## config.mk

```make
export PLATFORM = sky130hd
export DESIGN_NAME = infoframe_packet_builder
export DESIGN_NICKNAME = d
export VERILOG_FILES = /design/src/rtl/infoframe_packet_builder.sv
export SDC_FILE = /design/constraint.sdc
export NUM_CORES = 1
export LEC_CHECK = 0
export ABC_AREA = 1
export CAP_MARGIN = 20
export CORE_MARGIN = 2
export CORE_UTILIZATION = 46
export DETAILED_ROUTE_END_ITERATION = 10
export PLACE_DENSITY = 0.78
export SLEW_MARGIN = 30
export SYNTH_ARGS = -nofsm -noshare
export SYNTH_HDL_FRONTEND = slang
export SYNTH_SLANG_ARGS = --single-unit
```

## constraint.sdc

```tcl
create_clock -name clk_pixel -period 3.45 [get_ports clk_pixel]
set_clock_uncertainty 0.2 [all_clocks]
set_input_delay 0.5175 -clock clk_pixel [delete_from_list [all_inputs] [get_ports clk_pixel]]
set_output_delay 0.5175 -clock clk_pixel [all_outputs]
set_load 0.005 [all_outputs]
```

## src/rtl/infoframe_packet_builder.sv

```systemverilog
// Generic HDMI InfoFrame builder: shadow payload, sequential checksum, atomic publish.
// Optional INFOFRAME_DIRTY_FLAG_EN adds a 'dirty' output for unpublished shadow writes.
module infoframe_packet_builder #(
  parameter logic [6:0] TYPE    = 7'd2,
  parameter logic [7:0] VERSION = 8'd2,
  parameter logic [4:0] LENGTH  = 5'd13
) (
  input  logic             clk_pixel,
  input  logic             reset_n,
  input  logic             wr_en,
  input  logic [4:0]       wr_addr,
  input  logic [7:0]       wr_data,
  input  logic             commit,
`ifdef INFOFRAME_DIRTY_FLAG_EN
  output logic             dirty,
`endif
  output logic             busy,
  output logic             frame_valid,
  output logic [23:0]      header,
  output logic [3:0][55:0] sub
);
  localparam int         LEN       = int'(LENGTH);
  localparam logic [7:0] HB0       = {1'b1, TYPE};
  localparam logic [7:0] HB2       = {3'b000, LENGTH};
  localparam logic [7:0] HDR_SUM   = HB0 + VERSION + HB2;
  localparam logic [7:0] RESET_PB0 = 8'd0 - HDR_SUM;

  typedef enum logic [1:0] {IDLE, SUM, SWAP} state_t;

  state_t       state, state_next;
  logic [7:0]   acc;
  logic [4:0]   idx;
  logic [7:0]   sum_byte;
  logic         wr_accept;
  logic [223:0] flat;
  logic [7:0]   shadow [1:LEN];
  logic [7:0]   active [0:LEN];

  // Writes only land while idle, so the summed bytes cannot change under the engine.
  assign wr_accept = wr_en && (state == IDLE) && (wr_addr != 5'd0) && (wr_addr <= LENGTH);
  assign header    = {HB2, VERSION, HB0};

  always_comb begin
    state_next = state;
    case (state)
      IDLE:    if (commit) state_next = SUM;
      SUM:     if (idx == LENGTH) state_next = SWAP;
      SWAP:    state_next = IDLE;
      default: state_next = IDLE;
    endcase
  end

  always_comb begin
    sum_byte = 8'd0;
    for (int i = 1; i <= LEN; i++) begin
      if (idx == 5'(i)) sum_byte = shadow[i];
    end
  end

  always_ff @(posedge clk_pixel or negedge reset_n) begin
    if (!reset_n) begin
      state       <= IDLE;
      acc         <= 8'd0;
      idx         <= 5'd0;
      busy        <= 1'b0;
      frame_valid <= 1'b0;
      for (int i = 1; i <= LEN; i++) begin
        shadow[i] <= 8'd0;
        active[i] <= 8'd0;
      end
      active[0] <= RESET_PB0;
    end else begin
      state <= state_next;
      busy  <= (state_next != IDLE);
      for (int i = 1; i <= LEN; i++) begin
        if (wr_accept && (wr_addr == 5'(i))) shadow[i] <= wr_data;
      end
      case (state)
        IDLE: begin
          if (commit) begin
            acc <= HDR_SUM;
            idx <= 5'd1;
          end
        end
        SUM: begin
          acc <= acc + sum_byte;
          idx <= idx + 5'd1;
        end
        SWAP: begin
          // Payload and checksum move together on this single edge.
          for (int i = 1; i <= LEN; i++) active[i] <= shadow[i];
          active[0]   <= 8'd0 - acc;
          frame_valid <= 1'b1;
        end
        default: ;
      endcase
    end
  end

`ifdef INFOFRAME_DIRTY_FLAG_EN
  always_ff @(posedge clk_pixel or negedge reset_n) begin
    if (!reset_n) begin
      dirty <= 1'b0;
    end else if ((state == IDLE) && commit) begin
      dirty <= 1'b0;
    end else if (wr_accept) begin
      dirty <= 1'b1;
    end
  end
`endif

  // Bytes above LENGTH stay zero in the published subpackets.
  always_comb begin
    flat = '0;
    for (int b = 0; b <= LEN; b++) flat[b*8 +: 8] = active[b];
    sub = flat;
  end

endmodule

```

==> impl_metrics.csv, run 1 <==
group,metric,value,unit
placement,gp_congestion,0.895,
routing,dr.first_iter.drc_count,662,
cts,clk_path_buf_depth,3,
cts,cts_tree,"yes",
min_path,hp-class,"input port to asynchronous set/reset pin",
placement,dpl.cell_count,1826,
synthesis,synth_area_leader_cell,"dfrtp_1",
timing,hold_violations,0,
grt,antenna_found_initial,1,
timing,rsz0062_at_grt,"true",
die,die_area,25800,µm²
die,die_h,160,µm
layout,final_cell_mix,"nand2_1 (426), dfrtp_1 (227), o21ai_0 (199)",
layout,nNetsFinal,1574,
synthesis,yosysTopAreaCellShare,50.4,%
timing,final.min_clock_period,3.81,ns
synthesis,synth_cell_types,36,
layout,drive_above_1_share,11.1,%
synthesis,seq_area_frac_synth,51.8,%
timing,setup_viol,3,
timing,tightest_slew,0.710,ns
timing,setup-tns-final,-1.04,ns
routing,drc_errors,0,
synthesis,syn_area,11300,µm²
cts,clk_latency,0.52,ns
worst_setup_path,crit_top_cell,"nand2_1",
timing,fin_ws,-0.365,ns
layout,stdcell_count,1885,
worst_setup_path,crit_path_max_incr_delay,0.43,ns
cts,cts.sinks,233,
placement,dp_slack,-0.381,ns
cts,htreeDepth,1,
pwr,power_density,660,nW/µm²
die,die_w,160,µm
worst_setup_path,crit_type,"register to register",
layout,areaGrowthSynthToFinish,22.3,%
outcome,outcome,"finished, violations left",
grt,grt_max_degree,169,
placement,io_buffers,130,
placement,hpwl,20.0,mm
worst_setup_path,cp-end-kind,"register",
layout,fin_area,13800,µm²
timing,min_period_over_period,111,%
grt,grt_pass1_wl,45.9,mm
cts,root_buffer,"clkbuf_16",
routing,via_count,9144,
layout,diodes,0,
pwr,ir_drop,398,µV
routing,wl,28.7,mm
worst_setup_path,slowest_stage,"dfrtp_1",
synthesis,ys_ff_latch,233,
die,initial_utilization,46.6,%
synthesis,syn_avg_cell_area,8.24,µm²
outcome,violations,"negative setup slack",
synthesis,netlist_instances,1367,
grt,overflow,0,
layout,fillers,2124,
cts,cts_buffers,24,
worst_setup_path,crit_arrival,4.00,ns
worst_setup_path,worstPathRequired,3.63,ns
pwr,p_leak,6.77,nW
timing,fmax,262,MHz
timing,maxSlewViolCount,0,
worst_setup_path,path_max_fanout,6,
synthesis,yosys-top-cells-area,"dfrtp_1 (50%), nand2_1 (14%), o21ai_0 (9.1%), buf_4 (9.1%), inv_1 (4.2%)",
synthesis,ys.warnings.count,0,
worst_setup_path,start_kind,"register",
die,rows,57,
cts,path_clk_slew,0.06,ns
routing,drt-vias-per-instance,4.85,
placement,place_area,12800,µm²
die,ios,267,
layout,final_common_cell,"nand2_1",
grt,grt_use_total,22.0,%
timing,maxSlewHeadroom,52.6,%
routing,drtPass1Iterations,5,
job,drv_cap,0,
routing,avgRoutedWirePerCell,15.2,µm
pwr,finalPower,9.09,mW
grt,grt_pass1_vias,8735,
die,design.core.area,24200,µm²
routing,drtAntennaViolNets,0,
[worst max-delay path, delay by kind of cell, from the launching register on]
family | cells | cell delay, ns
and+or+nand+nor | 12 | 0.99
buffers and inverters | 5 | 0.38
AOI/OAI and AO/OA | 9 | 0.88
adders and majority gates | 3 | 0.79
DFF | 1 | 0.43
[metal layers]
layer	share of wire [%]	vias to the layer above	track usage [%]
met5	0	-	0
met4	2.7	0	6.59
met3	7.2	69	4.49
met2	47	369	35.7
met1	43	4329	30.0
li1	-	4377	-
[area by class of cell]
cell class | count | area (µm²) | area share [%]
inverters | 144 | 546 | 3.96
clock buffers | 36 | 717 | 5.21
well taps | 324 | 405 | 2.94
repair buffers | 204 | 1950 | 14.2
clock inverters | 7 | 62.6 | 0.454
flip-flops and latches | 233 | 5840 | 42.4
multi-input cells | 937 | 4250 | 30.9
[state kept, by name (all words and copies together) (netlist names)]
name and flops:
idx 5, frame_valid 1, busy 1, state 2
shadow 104, acc 8, sub 112
[synthesized netlist by cell type (all sizes together)]
library cell,n
nand4,1
nor2,47
nand3,41
o22ai,7
dfrtp,227
buf,142
ha,12
or2,1
dfstp,6
inv,142
nand2,435
nor3,4
nor4,1
clkinv,2
fa,1
a31oi,4
o21ai,219
o21bai,2
a21oi,13
clkbuf,45
xor2,3
nand3b,3
conb,2
o31ai,1
o211ai,6
[worst paths after layout]
check / start / end / slack (ns) / depth (start not counted)
min in group clk_pixel: sub[1] / sub[1] / 0.28 / 2
max in group asynchronous: reset_n / sub[3] / 2.05 / 3
min: reset_n / sub[43] / 0.27 / 2
max reg2reg: idx[1] / acc[6] / -0.36 / 29
min reg2reg: sub[1] / sub[1] / 0.28 / 2
max: idx[1] / acc[6] / -0.36 / 29
[logic make-up after synthesis]
logic type / synth area share, %
other cells: 0.0667
simple gates: 19.1
compound gates: 11.6
flops: 51.8
xor+xnor: 0.233
fa+ha+maj: 1.51
buf+inv: 15.7
[where the power goes]
group	switching, mW	internal (mW)	leakage [nW]	total [mW]
Sequential	0.250	3.04	3.17	3.29
Combinational	1.80	1.44	3.21	3.24
Clock	1.05	1.51	0.385	2.55
Total	3.10	5.99	6.77	9.09
[through the flow]
step / utilization [%] / hold slack, ns
6_report: 57.0 / 0.275
5_1_grt: 57.0 / 0.298
4_1_cts: 56.6 / 0.286
3_5_place_dp: 52.8 / 0.265
3_3_place_gp: 52.8 / 0.261
2_1_floorplan: - / 0.0219
[what timing repair did]
item | 4_1_cts | 5_1_grt
pin swaps | 19 | 9
buffers inserted | 11 | 4
resized for setup | 21 | 14
endpoints found under the hold margin | 108 | 0
hold buffers | 1 | 0
setup endpoints to repair | 3 | 5
Power figures use the tool's default switching activity.
==> inputs of run 2 (changes only) <==
--- a/config.mk
+++ b/config.mk
@@ -10,7 +10,7 @@
 export CORE_MARGIN = 2
 export CORE_UTILIZATION = 46
 export DETAILED_ROUTE_END_ITERATION = 10
-export PLACE_DENSITY = 0.78
+export PLACE_DENSITY = 0.75
 export SLEW_MARGIN = 30
 export SYNTH_ARGS = -nofsm -noshare
 export SYNTH_HDL_FRONTEND = slang
==> run 2 against run 1 <==
The run still ends with negative setup slack left. Clock power shrank 6%. Register-to-register slack improved by 0.08 ns. Sequential cell count unchanged. First-iteration DRC count increased by 19%. Sequential power barely moved. Global-route usage fell by 0.48 points. Worst hold slack gained 0.0012 ns. Utilization down 0.55 points. Fmax grew 2.2%. Power fell by 3.6%. Critical endpoint unchanged.
==> impl_metrics.csv, run 2 (synthesis gave the netlist of run 1 again) <==
group,metric,value,unit
die,design.core.area,24200,µm²
cts,path_clk_slew,0.06,ns
timing,fin_ws,-0.284,ns
die,die_w,160,µm
worst_setup_path,start_kind,"register",
outcome,outcome,"finished, violations left",
die,ios,267,
routing,drc_errors,0,
layout,final_util,56.4,%
timing,min_period_over_period,108,%
routing,dr.first_iter.drc_count,785,
worst_setup_path,crit_type,"register to register",
timing,rsz0062_at_grt,"true",
worst_setup_path,path_max_fanout,4,
worst_setup_path,slowest_stage,"dfrtp_2",
worst_setup_path,cp-end-kind,"register",
timing,fmax,268,MHz
die,rows,57,
placement,io_buffers,130,
die,die_area,25800,µm²
layout,drive_above_1_share,10.4,%
layout,nNetsFinal,1564,
timing,maxSlewHeadroom,44.4,%
grt,grt_pass1_vias,8374,
routing,drtPass1Iterations,5,
worst_setup_path,worstPathRequired,3.63,ns
cts,root_buffer,"clkbuf_16",
placement,place_area,12700,µm²
cts,cts_tree,"yes",
outcome,violations,"negative setup slack",
pwr,ir_drop,382,µV
die,die_h,160,µm
timing,hold_violations,0,
layout,stdcell_count,1875,
routing,via_count,9021,
layout,fin_area,13600,µm²
layout,final_common_cell,"nand2_1",
worst_setup_path,crit_path_max_incr_delay,0.44,ns
grt,grt_pass1_wl,44.4,mm
routing,drtAntennaViolNets,0,
layout,largest_register_ffs,112,
placement,dp_slack,-0.290,ns
routing,wl,28.1,mm
worst_setup_path,crit_arrival,3.91,ns
cts,clk_path_buf_depth,3,
pwr,p_leak,6.66,nW
placement,hpwl,19.8,mm
min_path,hp-class,"register to register",
timing,setup_viol,3,
timing,setup-tns-final,-0.689,ns
timing,tightest_slew,0.834,ns
die,initial_utilization,46.6,%
routing,avgRoutedWirePerCell,15.0,µm
cts,htreeDepth,1,
layout,final_cell_mix,"nand2_1 (426), dfrtp_1 (226), o21ai_0 (197)",
worst_setup_path,crit_top_cell,"nand2_1",
timing,whs,0.276,ns
placement,gp_congestion,0.927,
cts,cts_buffers,23,
timing,final.min_clock_period,3.73,ns
routing,drt-vias-per-instance,4.81,
job,drv_cap,0,
cts,cts.sinks,233,
grt,overflow,0,
pwr,finalPower,8.77,mW
pwr,power_density,643,nW/µm²
placement,dpl.cell_count,1821,
timing,maxSlewViolCount,0,
grt,grt_max_degree,99,
layout,areaGrowthSynthToFinish,21.1,%
grt,grt_use_total,21.5,%
grt,antenna_found_initial,2,
cts,clk_latency,0.51,ns
## run 2: critical path: cells and delay by family (launching register included)
family          cells  cell delay [ns]
compound gates      9             0.98
flops               1             0.44
fa+ha+maj           3             0.70
simple gates       13             1.03
buf+inv             4             0.26
## run 2: final cells by class
class | instances | area [µm²]
Fill cell | 2114 | 10500
Multi-Input combinational cell | 938 | 4280
Clock buffer | 36 | 664
Antenna cell | 2 | 5.00
Clock inverter | 4 | 47.5
Inverter | 144 | 543
Tap cell | 324 | 405
Timing Repair Buffer | 194 | 1850
Sequential cell | 233 | 5840
## run 2: what timing repair did
item	in CTS	in global routing
resized for setup	16	23
setup buffers	6	4
hold buffers	1	0
setup endpoints to repair	3	5
endpoints found under the hold margin	95	0
pin swaps	12	26
gates cloned	1	0
## run 2: final timing paths
kind	from	end	slack (ns)	cells after the start
setup / recovery	idx[1]	acc[6]	-0.28	29
max in group asynchronous	reset_n	sub[110]	1.82	3
min in group asynchronous	reset_n	sub[42]	0.44	2
hold / removal	sub[30]	sub[30]	0.28	2
hold reg to reg	sub[30]	sub[30]	0.28	2
setup reg to reg	idx[1]	acc[6]	-0.28	29
## run 2: metal layers
layer | global-route usage [%] | share of wire, %
met5 | 0 | 0
met1 | 30.1 | 43
met3 | 3.77 | 7.4
met2 | 34.0 | 46
met4 | 7.62 | 2.7
## run 2: report_power, final
part | total [mW] | internal, mW | switching [mW]
registers | 3.29 | 3.04 | 0.247
logic | 3.08 | 1.34 | 1.74
clock network | 2.40 | 1.39 | 1.01
